==> src/rtl/des_key_schedule_gen.sv <==
`default_nettype none
// ============================================================================
// Module   : des_key_schedule_gen
// Brief    : Sequential DES/TDEA subkey generator (PC-1, rotations, PC-2)
//            streaming K1..K16 or K16..K1 over valid/ready.
//            Optional build macro: PARITY_CHECK_EN (odd byte parity at START).
// Revision : 1.0 - initial release
// ============================================================================
module des_key_schedule_gen #(
  parameter int NUM_KEYS = 3,
  parameter int SEL_W    = 2
) (
  input  logic                    clk,
  input  logic                    reset,
  input  logic                    load,
  input  logic [64*NUM_KEYS-1:0]  key_in,
  input  logic                    start,
  input  logic [SEL_W-1:0]        key_sel,
  input  logic                    mode,
  output logic [47:0]             subkey,
  output logic [3:0]              round_idx,
  output logic                    subkey_valid,
  input  logic                    subkey_ready,
  output logic                    busy,
  output logic                    done,
  output logic                    err
);

  // Tables hold DES bit numbers (1 = MSB), first output bit in the top byte.
  localparam logic [8*56-1:0] c_pc1 = {
    8'd57, 8'd49, 8'd41, 8'd33, 8'd25, 8'd17, 8'd9,
    8'd1,  8'd58, 8'd50, 8'd42, 8'd34, 8'd26, 8'd18,
    8'd10, 8'd2,  8'd59, 8'd51, 8'd43, 8'd35, 8'd27,
    8'd19, 8'd11, 8'd3,  8'd60, 8'd52, 8'd44, 8'd36,
    8'd63, 8'd55, 8'd47, 8'd39, 8'd31, 8'd23, 8'd15,
    8'd7,  8'd62, 8'd54, 8'd46, 8'd38, 8'd30, 8'd22,
    8'd14, 8'd6,  8'd61, 8'd53, 8'd45, 8'd37, 8'd29,
    8'd21, 8'd13, 8'd5,  8'd28, 8'd20, 8'd12, 8'd4
  };

  localparam logic [8*48-1:0] c_pc2 = {
    8'd14, 8'd17, 8'd11, 8'd24, 8'd1,  8'd5,
    8'd3,  8'd28, 8'd15, 8'd6,  8'd21, 8'd10,
    8'd23, 8'd19, 8'd12, 8'd4,  8'd26, 8'd8,
    8'd16, 8'd7,  8'd27, 8'd20, 8'd13, 8'd2,
    8'd41, 8'd52, 8'd31, 8'd37, 8'd47, 8'd55,
    8'd30, 8'd40, 8'd51, 8'd45, 8'd33, 8'd48,
    8'd44, 8'd49, 8'd39, 8'd56, 8'd34, 8'd53,
    8'd46, 8'd42, 8'd50, 8'd36, 8'd29, 8'd32
  };

  localparam logic [31:0] c_num_keys = NUM_KEYS;

  typedef enum logic [1:0] {
    ST_IDLE  = 2'd0,
    ST_PC1   = 2'd1,
    ST_ROUND = 2'd2
  } state_t;

  function automatic logic [55:0] pc1(input logic [63:0] k);
    logic [55:0] r;
    int          b;
    r = '0;
    for (int i = 0; i < 56; i++) begin
      b = int'(c_pc1[8*(55-i) +: 8]);
      r[55-i] = k[64-b];
    end
    return r;
  endfunction

  function automatic logic [47:0] pc2(input logic [55:0] cd);
    logic [47:0] r;
    int          b;
    r = '0;
    for (int i = 0; i < 48; i++) begin
      b = int'(c_pc2[8*(47-i) +: 8]);
      r[47-i] = cd[56-b];
    end
    return r;
  endfunction

  // Rounds 1, 2, 9 and 16 shift by one; all others by two.
  function automatic logic shift_two(input logic [4:0] n);
    return !((n == 5'd1) || (n == 5'd2) || (n == 5'd9) || (n == 5'd16));
  endfunction

  function automatic logic [27:0] rotl28(input logic [27:0] x, input logic two);
    return two ? {x[25:0], x[27:26]} : {x[26:0], x[27]};
  endfunction

  function automatic logic [27:0] rotr28(input logic [27:0] x, input logic two);
    return two ? {x[1:0], x[27:2]} : {x[0], x[27:1]};
  endfunction

  state_t            r_state;
  state_t            w_state_nx;
  logic [63:0]       r_slot [NUM_KEYS];
  logic [SEL_W-1:0]  r_sel;
  logic              r_mode;
  logic [27:0]       r_c;
  logic [27:0]       r_d;
  logic [4:0]        r_n;
  logic [47:0]       r_subkey;
  logic [3:0]        r_idx;
  logic              r_valid;
  logic              r_done;
  logic              r_err;

  logic [63:0]       w_sel_key;
  logic              w_sel_ok;
  logic              w_par_ok;
  logic [63:0]       w_run_key;
  logic              w_start_ok;
  logic              w_start_bad;
  logic              w_two;
  logic [27:0]       w_c_nx;
  logic [27:0]       w_d_nx;
  logic [3:0]        w_idx_nx;
  logic [47:0]       w_subkey_nx;
  logic              w_busy;
  logic              w_last_hs;

  always_comb begin
    w_sel_key = '0;
    w_sel_ok  = 1'b0;
    w_run_key = '0;
    for (int s = 0; s < NUM_KEYS; s++) begin
      if (key_sel == SEL_W'(s)) begin
        w_sel_key = r_slot[s];
        w_sel_ok  = 1'b1;
      end
      if (r_sel == SEL_W'(s)) begin
        w_run_key = r_slot[s];
      end
    end
    if (32'(key_sel) >= c_num_keys) begin
      w_sel_ok = 1'b0;
    end
  end

`ifdef PARITY_CHECK_EN
  always_comb begin
    w_par_ok = 1'b1;
    for (int b = 0; b < 8; b++) begin
      if (!(^w_sel_key[8*b +: 8])) begin
        w_par_ok = 1'b0;
      end
    end
  end
`else
  assign w_par_ok = 1'b1;
`endif

  assign w_start_ok  = (r_state == ST_IDLE) && start && !load && w_sel_ok && w_par_ok;
  assign w_start_bad = (r_state == ST_IDLE) && start && !load && !(w_sel_ok && w_par_ok);
  assign w_last_hs   = r_valid && subkey_ready && (r_n == 5'd17);

  // Decrypt walks the schedule backwards: K16 comes straight from C0/D0.
  always_comb begin
    w_two    = 1'b0;
    w_c_nx   = r_c;
    w_d_nx   = r_d;
    w_idx_nx = 4'd15;
    if (!r_mode) begin
      w_two    = shift_two(r_n);
      w_c_nx   = rotl28(r_c, w_two);
      w_d_nx   = rotl28(r_d, w_two);
      w_idx_nx = 4'(r_n - 5'd1);
    end else if (r_n != 5'd1) begin
      w_two    = shift_two(5'(5'd18 - r_n));
      w_c_nx   = rotr28(r_c, w_two);
      w_d_nx   = rotr28(r_d, w_two);
      w_idx_nx = 4'(5'd16 - r_n);
    end
    w_subkey_nx = pc2({w_c_nx, w_d_nx});
  end

  always_ff @(posedge clk) begin
    if (reset) begin
      r_state <= ST_IDLE;
    end else begin
      r_state <= w_state_nx;
    end
  end

  always_comb begin
    w_state_nx = r_state;
    w_busy     = 1'b0;
    case (r_state)
      ST_IDLE: begin
        if (w_start_ok) begin
          w_state_nx = ST_PC1;
        end
      end
      ST_PC1: begin
        w_busy     = 1'b1;
        w_state_nx = ST_ROUND;
      end
      ST_ROUND: begin
        w_busy = 1'b1;
        if (w_last_hs) begin
          w_state_nx = ST_IDLE;
        end
      end
      default: w_state_nx = ST_IDLE;
    endcase
  end

  always_ff @(posedge clk) begin
    if (reset) begin
      for (int s = 0; s < NUM_KEYS; s++) begin
        r_slot[s] <= '0;
      end
      r_sel    <= '0;
      r_mode   <= 1'b0;
      r_c      <= '0;
      r_d      <= '0;
      r_n      <= '0;
      r_subkey <= '0;
      r_idx    <= '0;
      r_valid  <= 1'b0;
      r_done   <= 1'b0;
      r_err    <= 1'b0;
    end else begin
      r_done <= 1'b0;
      case (r_state)
        ST_IDLE: begin
          if (load) begin
            for (int s = 0; s < NUM_KEYS; s++) begin
              r_slot[s] <= key_in[64*s +: 64];
            end
          end
          if (w_start_ok) begin
            r_sel  <= key_sel;
            r_mode <= mode;
            r_err  <= 1'b0;
          end else if (w_start_bad) begin
            r_err <= 1'b1;
          end
        end
        ST_PC1: begin
          {r_c, r_d} <= pc1(w_run_key);
          r_n        <= 5'd1;
        end
        ST_ROUND: begin
          if (w_last_hs) begin
            r_valid <= 1'b0;
            r_done  <= 1'b1;
          end else if (!r_valid || subkey_ready) begin
            r_c      <= w_c_nx;
            r_d      <= w_d_nx;
            r_subkey <= w_subkey_nx;
            r_idx    <= w_idx_nx;
            r_valid  <= 1'b1;
            r_n      <= r_n + 5'd1;
          end
        end
        default: ;
      endcase
    end
  end

  assign subkey       = r_subkey;
  assign round_idx    = r_idx;
  assign subkey_valid = r_valid;
  assign busy         = w_busy;
  assign done         = r_done;
  assign err          = r_err;

endmodule
`default_nettype wire

==> config.mk <==
export PLATFORM = sky130hd
export DESIGN_NAME = des_key_schedule_gen
export DESIGN_NICKNAME = d
export VERILOG_FILES = /design/src/rtl/des_key_schedule_gen.sv
export SDC_FILE = /design/constraint.sdc
export NUM_CORES = 1
export LEC_CHECK = 0
export BUFFER_PORTS_ARGS = -buffer_cell sky130_fd_sc_hd__clkbuf_2
export CAP_MARGIN = 40
export CORE_AREA = 2 2 206 208
export DETAILED_ROUTE_END_ITERATION = 7
export DIE_AREA = 0 0 208 210
export SYNTH_ARGS = -nofsm -noshare
export SYNTH_HDL_FRONTEND = slang
export SYNTH_SLANG_ARGS = --single-unit
==> constraint.sdc <==
create_clock -name clk -period 7.3 [get_ports clk]
set_input_delay 1.095 -clock clk [delete_from_list [all_inputs] [get_ports clk]]
set_output_delay 1.095 -clock clk [all_outputs]
set_load 0.005 [all_outputs]
-- Yosys cells after proc, flatten, opt, wreduce, memory -nomap -nowiden
Memory sizes are Yosys's and may differ from the RTL's.
Cells that the tools add are included.
- bits in registers: 121
- bits in writable memories: 192
- input bits: 200
- output and inout bits: 56
- word-level logic and storage cells: 120
- memories kept: 1
- memory list (memory ; depth ; width ; read ports ; clocked after Yosys merged registers in ; write ports ; line ; text):
    r_slot ; 3 ; 64 ; 3 ; 0 ; 3 ; 97 ; logic [63:0] r_slot [NUM_KEYS];
- add/subtract/negate cells: 4
- $lt $le $gt $ge: 1
- equal/unequal tests: 21
- muxes and demuxes: 44
- bitwise operators: 5
- reduce and logical (&&, ||, !) cells: 31
- operator list (operator ; count):
    $mux W64 ; 6
    $mux W28 ; 12
    $pmux W28 S2 ; 2
    $mux W1 ; 16
    $eq A5 B5 Y1 const B ; 3
    $eq A5 B1 Y1 const B ; 2
    $eq A5 B2 Y1 const B ; 2
    $eq A5 B4 Y1 const B ; 2
    $mux W5 ; 2
    $pmux W5 S2 ; 1
    $mux W4 ; 2
    $ne A2 B2 Y1 const B ; 4
    $reduce_and A2 Y1 ; 4
    $logic_or A1 B1 Y1 ; 7
    $eq A2 B1 Y1 const B ; 3
    $eq A2 B2 Y1 const B ; 3
    $logic_and A1 B1 Y1 ; 6
    $logic_not A2 Y1 ; 3
    $pmux W2 S3 ; 1
    $reduce_and A3 Y1 ; 2
    $reduce_bool A2 Y1 ; 3
    $add A5 B1 Y5 const B ; 1
    $ne A5 B1 Y1 const B ; 1
    $sub A5 B5 Y5 const A ; 1
    other kinds (10) ; 17

-- Longest topological paths before layout
Gate-level depths: netlist (run 1).
- depth in word-level cells: 11
- mapped depth: 11
- gate-level depth less buffers: 8

-- Least setup slack after synthesis (run 1)
Ideal clock, no wire load.
- path kind: input port to flip-flop
- start point: input port reset
- end point: memory r_slot[1][36] (netlist: r_slot[0][100]), enable pin
- library setup time: 557 ps
- data arrival time: 5744 ps
- required time: 6743 ps
- slack: 998 ps
- stages on the path: 3
- buffers on the path: 2
- path through: clkbuf_1 -> buf_1 -> nand2b_1
- RTL lines (what ; line ; text):
    start, declared ; 14 ; input logic reset,
    end, declared ; 97 ;

-- Worst setup path in the final report (run 1)
- start point: register r_n[1]
- end point: register r_c[7]
- word-level cells in the longest chain between the ends: 11
- elaborated cells on any way between the ends: 27
- those cells by class: add/sub (1); eq/ne (11); mux (7); reduce/logical (8)
- ends and longest elaborated chain (what ; line ; text):
    start, declared ; 102 ; logic [4:0] r_n;
    start signal, assigned ; 255 ; r_n <= r_n + 5'd1;
    $sub A5 B5 Y5 ; 170 ; w_two = shift_two(5'(5'd18 - r_n));
    $eq A5 B1 Y1 / $eq A5 B2 Y1 (equally long branches) ; 84 ; return !((n == 5'd1) || (n == 5'd2) || (n == 5'd9) || (n == 5'd16));
    $logic_or A1 B1 Y1 (3 in a row) ; 84 ;
    $mux W28 ; 92 ; return two ? {x[1:0], x[27:2]} : {x[0], x[27:1]};
    $mux W28 ; 169 ; end else if (r_n != 5'd1) begin
    $mux W28 ; 164 ; if (!r_mode) begin
    $mux W28 ; 249 ; end else if (!r_valid || subkey_ready) begin
    $mux W28 ; 246 ; if (w_last_hs) begin
    $pmux W28 S2 ; 226 ; case (r_state)
    end signal, assigned ; 242 ; {r_c, r_d} <= pc1(w_run_key);
    end signal, assigned ; 250 ; r_c <= w_c_nx;
    end, declared ; 100 ; logic [27:0] r_c;
Several ways; a longest one is shown, not always the timed one. The select of a mux whose other input is x is not followed.
A chain may end at the register's enable or synchronous reset.

==> run summary, run 1 <==
status -> complete, no violations
Core Region -> 41500 sq um
crit-path cells -> inv_1 > ha_1 > or3b_1 > o21ai_2 > a21oi_4 > buf_4 > buf_16 > nor3_4 > buf_4 > a222oi_1 > nand2_1
min cycle time layout -> 3410 ps
setup slack after layout -> 3890 ps
antenna violations before repair -> 0
Layout Nets -> 1768
crit path kind -> register to register
worst-path fanout max -> 48
Worst-path clk slew -> 60 ps
die area -> 43700 sq um
Worst path depth -> 11
DR vias -> 10.9k
Clock Latency Late Sink -> 530 ps
R2R depth -> 11
gr usage total -> 0.181
Worst EP arrival -> 3800 ps
Setup WS pre-CTS -> 3770 ps
Layout area overhead -> 19.4%
EDFF count, synth -> 168
asr flop ratio synth -> 0
Final GP Congestion -> 0.798
cell area after synthesis -> 14400 sq um
post-DP HPWL -> 27500 microns
layout cell share with drive strength beyond 1 -> 0.228
H-tree levels -> 2
Max Slew Vio Count -> 0
Yosys reg bits -> 289
commonest non-fill, non-tap cell in the layout -> clkbuf_2
Cell Pwr Density -> 234 nW/um^2
Pleak -> 6.50 nW
chip width -> 208 microns
f_max -> 294 MHz
vias in the first global route -> 10.5k
Tcrit/Tclk final -> 0.466
Layout Skew -> 25.7 ps
Max clock buf depth -> 3
Slew @ Worst Pin -> 888 ps
number of core rows -> 75
RSZ-0062 raised after global routing -> no
synth warn -> 0
CP startpoint kind -> register
TritonCTS Buffers -> 34
overall power -> 4.01 mW
CTS tree -> yes
setup TNS -> 0 ps
diodes inserted -> 0
worst hold stages -> 2
DR WL/cell -> 19.1 microns
WP data required -> 7700 ps
Fillers -> 4061
Crit. End Element -> register
Clock Tree Root -> clkbuf_16
critical path's slowest cell -> dfxtp_1
Sink Count -> 289
boundary pin count -> 256
Synth cell types -> 52
# hold bufs at CTS -> 0
register area share after synthesis -> 0.520
final hold violations -> 0
most frequent CP cell -> buf_4
post-route ant nets -> 0
I/O Buffers -> 231
worst vdd ir -> 0.148 mV
WL final -> 40500 microns
worst path bufs/invs -> 4
DRC -> 0
first-pass GRT wire length -> 62200 microns
CP startpoint -> r_n[1]
Die Ht -> 210 microns
delay-heaviest family, CP -> buffers and inverters
syn avg cell area -> 10.5 sq um
reg2reg start -> r_n[1]
post-CTS sizing -> 0
vias per cell -> 5.14
DR pass1 iterations -> 5
most frequent cells in the layout -> 231 x clkbuf_2, 208 x nand2_1, 177 x and2_1
Max Cap Violations -> 0
flop2flop setup slack -> 3890 ps
Iter 0 DRT Violations -> 765
worst min-delay path category -> register to register
Slew Limit Headroom -> 0.408
Setup violations, final -> 0
Synth Instances -> 1372
Mapped Nets -> 1581
Worst Hold Launch -> round_idx[0]
global route total overflow -> 0
Post-CTS Setup Bufs -> 0
largest net degree at the start of global routing -> 124
ys flop type -> edfxtp_1
Starting Density -> 0.346
Crit path largest cell delay -> 480 ps
sequential cells by signal, summed over array words and instances, names as in the netlist, 2 cells and up:
register and cells:
r_slot 168, r_n 5, r_c 28, r_d 28, round_idx 4, r_state 2, r_sel 2, subkey 48
tightest hold or removal path: stages (launching register included):
cell     delay [ps]
dfxtp_1         310
nand2_1          50
a21oi_1          50
logic make-up (layout without fill, tap and decap cells):
kind of cell    count (synthesis)  count (layout)  share of synthesized area
fa+ha+maj                       9               9                    0.00784
compound gates                258             258                      0.112
buf+inv                       110             322                     0.0368
mux                           205             205                      0.148
xor+xnor                        5               5                    0.00305
simple gates                  496             496                      0.173
flops                         289             289                      0.520
cell usage after synthesis, types with 5 or more instances:
cell	number	share of area
dfxtp_1	121	0.17
nand2b_1	7	0.0030
o21ai_0	88	0.031
mux2_2	27	0.021
a21oi_1	16	0.0056
buf_6	8	0.0063
buf_2	24	0.0084
nor2_1	30	0.0078
ha_1	9	0.0078
clkbuf_1	56	0.015
o21ai_1	70	0.024
a222oi_1	19	0.013
inv_1	7	0.0018
o211ai_1	7	0.0037
and2_1	177	0.077
o21a_1	5	0.0026
nor3_1	15	0.0052
a22oi_1	29	0.015
buf_1	8	0.0021
o22ai_1	5	0.0022
buf_4	7	0.0037
edfxtp_1	168	0.35
nand2_1	208	0.054
nand4_1	6	0.0026
a221oi_1	8	0.0049
nor4_1	8	0.0035
mux2_4	8	0.0084
nand3_1	27	0.0094
mux2i_1	169	0.12
routing by layer:
layer | vias up | part of all wire | global-route usage
met5 | - | 0 | 0
met4 | 0 | 0.022 | 0.0499
met3 | 48 | 0.080 | 0.0486
met2 | 383 | 0.43 | 0.265
met1 | 5191 | 0.47 | 0.263
li1 | 5296 | - | -
worst paths after layout:
check | end
worst min register to register | round_idx[0]
worst max-delay path | r_c[7]
worst max register to register | r_c[7]
worst min-delay path | round_idx[0]
power by group:
part / total [mW] / internal [mW] / switching [mW]
clock network: 1.70 / 1.03 / 0.670
registers: 1.90 / 1.85 / 0.0484
logic: 0.413 / 0.158 / 0.255
final cells by class:
cell class / count / area [sq um] / area share
clock buffers: 42 / 955 / 0.0556
clock inverters: 19 / 161 / 0.00941
inverters: 7 / 26.3 / 0.00153
multi-input cells: 973 / 6440 / 0.376
flip-flops and latches: 289 / 7470 / 0.436
well taps: 539 / 674 / 0.0393
repair buffers: 254 / 1430 / 0.0831
stage by stage:
stage	hold WS [ps]	cells	instance area, sq um	util
global route	462	2123	17200	0.414
CTS	456	2123	17200	0.414
detailed placement	446	2062	16000	0.387
floorplan	448	1372	14400	-
global placement	447	2056	15900	0.383
finish	455	2123	17200	0.414
(Power assumes the default switching activity.)
==> inputs of run 2 (changes only) <==
clock period = 3.13 ns   (was 7.3 ns; I/O delays follow)
==> run summary, run 2 (synthesis results as in run 1) <==
status -> complete, but fails checks
failing checks -> design-rule violations
part of the power in the clock network -> 0.422 (-0.002)
final hold violations -> 0 (unchanged)
Tcrit/Tclk final -> 0.836 (+0.370)
vias in the first global route -> 10.5k (+0.60%)
post-DP HPWL -> 27900 microns (+1.5%)
most frequent cells in the layout -> 231 x clkbuf_2, 208 x nand2_1, 177 x and2_1
number of core rows -> 75 (unchanged)
Iter 0 DRT Violations -> 947 (+24%)
post-route ant nets -> 0 (unchanged)
# hold bufs at CTS -> 0 (unchanged)
worst path bufs/invs -> 2 (-2)
first-pass GRT wire length -> 62500 microns (+0.47%)
Placed Area -> 16200 sq um (+0.87%)
Crit path largest cell delay -> 480 ps (about the same)
Comb pwr share -> 0.104 (about the same)
hold_ws -> 217 ps (-238 ps)
Fillers -> 4082 (+0.52%)
boundary pin count -> 256 (unchanged)
Most flops, register -> r_slot
WP data required -> 3570 ps (-4130 ps)
Core Region -> 41500 sq um (unchanged)
Final GP Congestion -> 0.813 (+2.0%)
Final Core Density -> 0.417 (+0.00320)
Starting Density -> 0.346 (unchanged)
global route total overflow -> 0 (unchanged)
H-tree levels -> 2 (unchanged)
die area -> 43700 sq um (unchanged)
setup TNS -> 0 ps (unchanged)
worst-path fanout max -> 29 (-40%)
vias per cell -> 5.11 (-0.67%)
Worst-path clk slew -> 60 ps (about the same)
worst hold stages -> 2 (unchanged)
CP startpoint kind -> register
area of the multi-input gates -> 6440 sq um (unchanged)
Layout Skew -> 22.2 ps (-3.52 ps)
critical path's slowest cell -> dfxtp_1
min cycle time layout -> 2620 ps (-788 ps)
gr usage total -> 0.182 (+0.000585)
Clock Tree Root -> clkbuf_16
RSZ-0062 raised after global routing -> no
largest net degree at the start of global routing -> 169 (+36%)
Worst Hold Launch -> key_in[53]
R2R depth -> 9 (-2)
number of flip-flops in the largest register -> 168 (unchanged)
worst vdd ir -> 0.321 mV (+120%)
Max Cap Violations -> 0 (unchanged)
Post-CTS Setup Bufs -> 0 (unchanged)
Crit. End Element -> register
worst hold path endpoint -> r_slot[0][53]
Int Power -> 7.04 mW (+130%)
Setup violations, final -> 0 (unchanged)
layout cell share with drive strength beyond 1 -> 0.234 (+0.00566)
delay-heaviest family, CP -> simple AND/OR/NAND/NOR gates
f_max -> 382 MHz (+30%)
Max Slew Vio Count -> 0 (unchanged)
DRC -> 2 (+2)
Layout Nets -> 1780 (+0.68%)
Reg2Reg Capture Point -> subkey[39]
antenna violations before repair -> 0 (unchanged)
WL final -> 40800 microns (+0.68%)
chip width -> 208 microns (unchanged)
commonest non-fill, non-tap cell in the layout -> clkbuf_2
Layout area overhead -> 20.3%
P_sw -> 2.30 mW (+140%)
I/O Buffers -> 231 (unchanged)
DR vias -> 10.9k (-0.064%)
reg2reg start -> r_n[0]
DR WL/cell -> 19.1 microns (about the same)
Worst EP arrival -> 3060 ps (-740 ps)
crit path kind -> register to register
Clock Latency Late Sink -> 530 ps (about the same)
Sequential Power Share -> 0.474 (about the same)
post-CTS sizing -> 0 (unchanged)
flop2flop setup slack -> 510 ps (-3380 ps)
Die Ht -> 210 microns (unchanged)
Cell Pwr Density -> 541 nW/um^2 (+130%)
Final Cell Area -> 17300 sq um (+0.77%)
Max clock buf depth -> 3 (unchanged)
Slew Limit Headroom -> 0.436 (+0.0283)
Slew @ Worst Pin -> 837 ps (-51.2 ps)
CTS tree -> yes
Sink Count -> 289 (unchanged)
diodes inserted -> 0 (unchanged)
switching part of the total -> 0.247 (+0.00376)
TritonCTS Buffers -> 34 (unchanged)
Pleak -> 6.55 nW (+0.86%)
register area -> 7470 sq um (unchanged)
crit-path cells -> ha_1 > or3b_1 > buf_4 > nor3b_4 > buf_4 > nand2_1 > o21ai_1 > mux2i_1 > o21ai_1
DR pass1 iterations -> 8 (+3)
worst min-delay path category -> input port to register
-- run 2: cell count changes in the layout (fill, tap and decap cells not counted), moves of 2 or more --
| cell | change |
|---|---|
| clkbuf_16 | -3 |
| buf_16 | -4 |
| buf_12 | +10 |
| clkbuf_1 | +2 |
| clkinvlp_4 | +2 |
| clkinv_2 | -5 |
| buf_4 | +6 |
| inv_6 | +2 |
| clkbuf_8 | +3 |
-- run 2: per-stage QoR --
step	worst slack (ps)	instances	total power [mW]
2_1_floorplan	374	1372	5.07
3_3_place_gp	441	2071	5.47
3_5_place_dp	534	2074	5.49
4_1_cts	528	2136	9.44
5_1_grt	323	2136	9.68
6_report	512	2136	9.35
-- run 2: layer usage --
layer	wire length (microns)	track usage	part of all wire
met1	19900	0.273	0.49
met5	0	0	0
met3	2850	0.0434	0.070
met4	715	0.0413	0.018
met2	17400	0.264	0.43
-- run 2: how the worst max path moves through the flow --
stage,from,to,slack [ps],depth (start not counted)
6_report,r_n[0],subkey[39],510,9
5_1_grt,r_n[1],r_c[10],320,9
4_1_cts,r_n[0],subkey[32],530,9
3_5_place_dp,r_n[0],subkey[32],530,9
3_3_place_gp,r_n[1],r_d[1],440,8
2_1_floorplan,reset,r_slot[0][100],370,3
-- run 2: final cells by class --
| class | instances | share of cell area |
|---|---|---|
| clock buffer | 44 | 0.0537 |
| clock inverter | 18 | 0.0105 |
| inverter | 7 | 0.00152 |
| multi-input combinational | 973 | 0.373 |
| sequential | 289 | 0.432 |
| tap | 539 | 0.0390 |
| timing repair buffer | 266 | 0.0904 |
-- run 2: power groups by stage --
stage	sequential [mW]	combinational, mW	clock (mW)
after floorplan	4.47	0.597	0
after global placement	4.50	0.964	0
after detailed placement	4.51	0.979	0
after CTS	4.43	0.981	4.02
after global routing	4.46	1.06	4.17
final	4.43	0.974	3.94
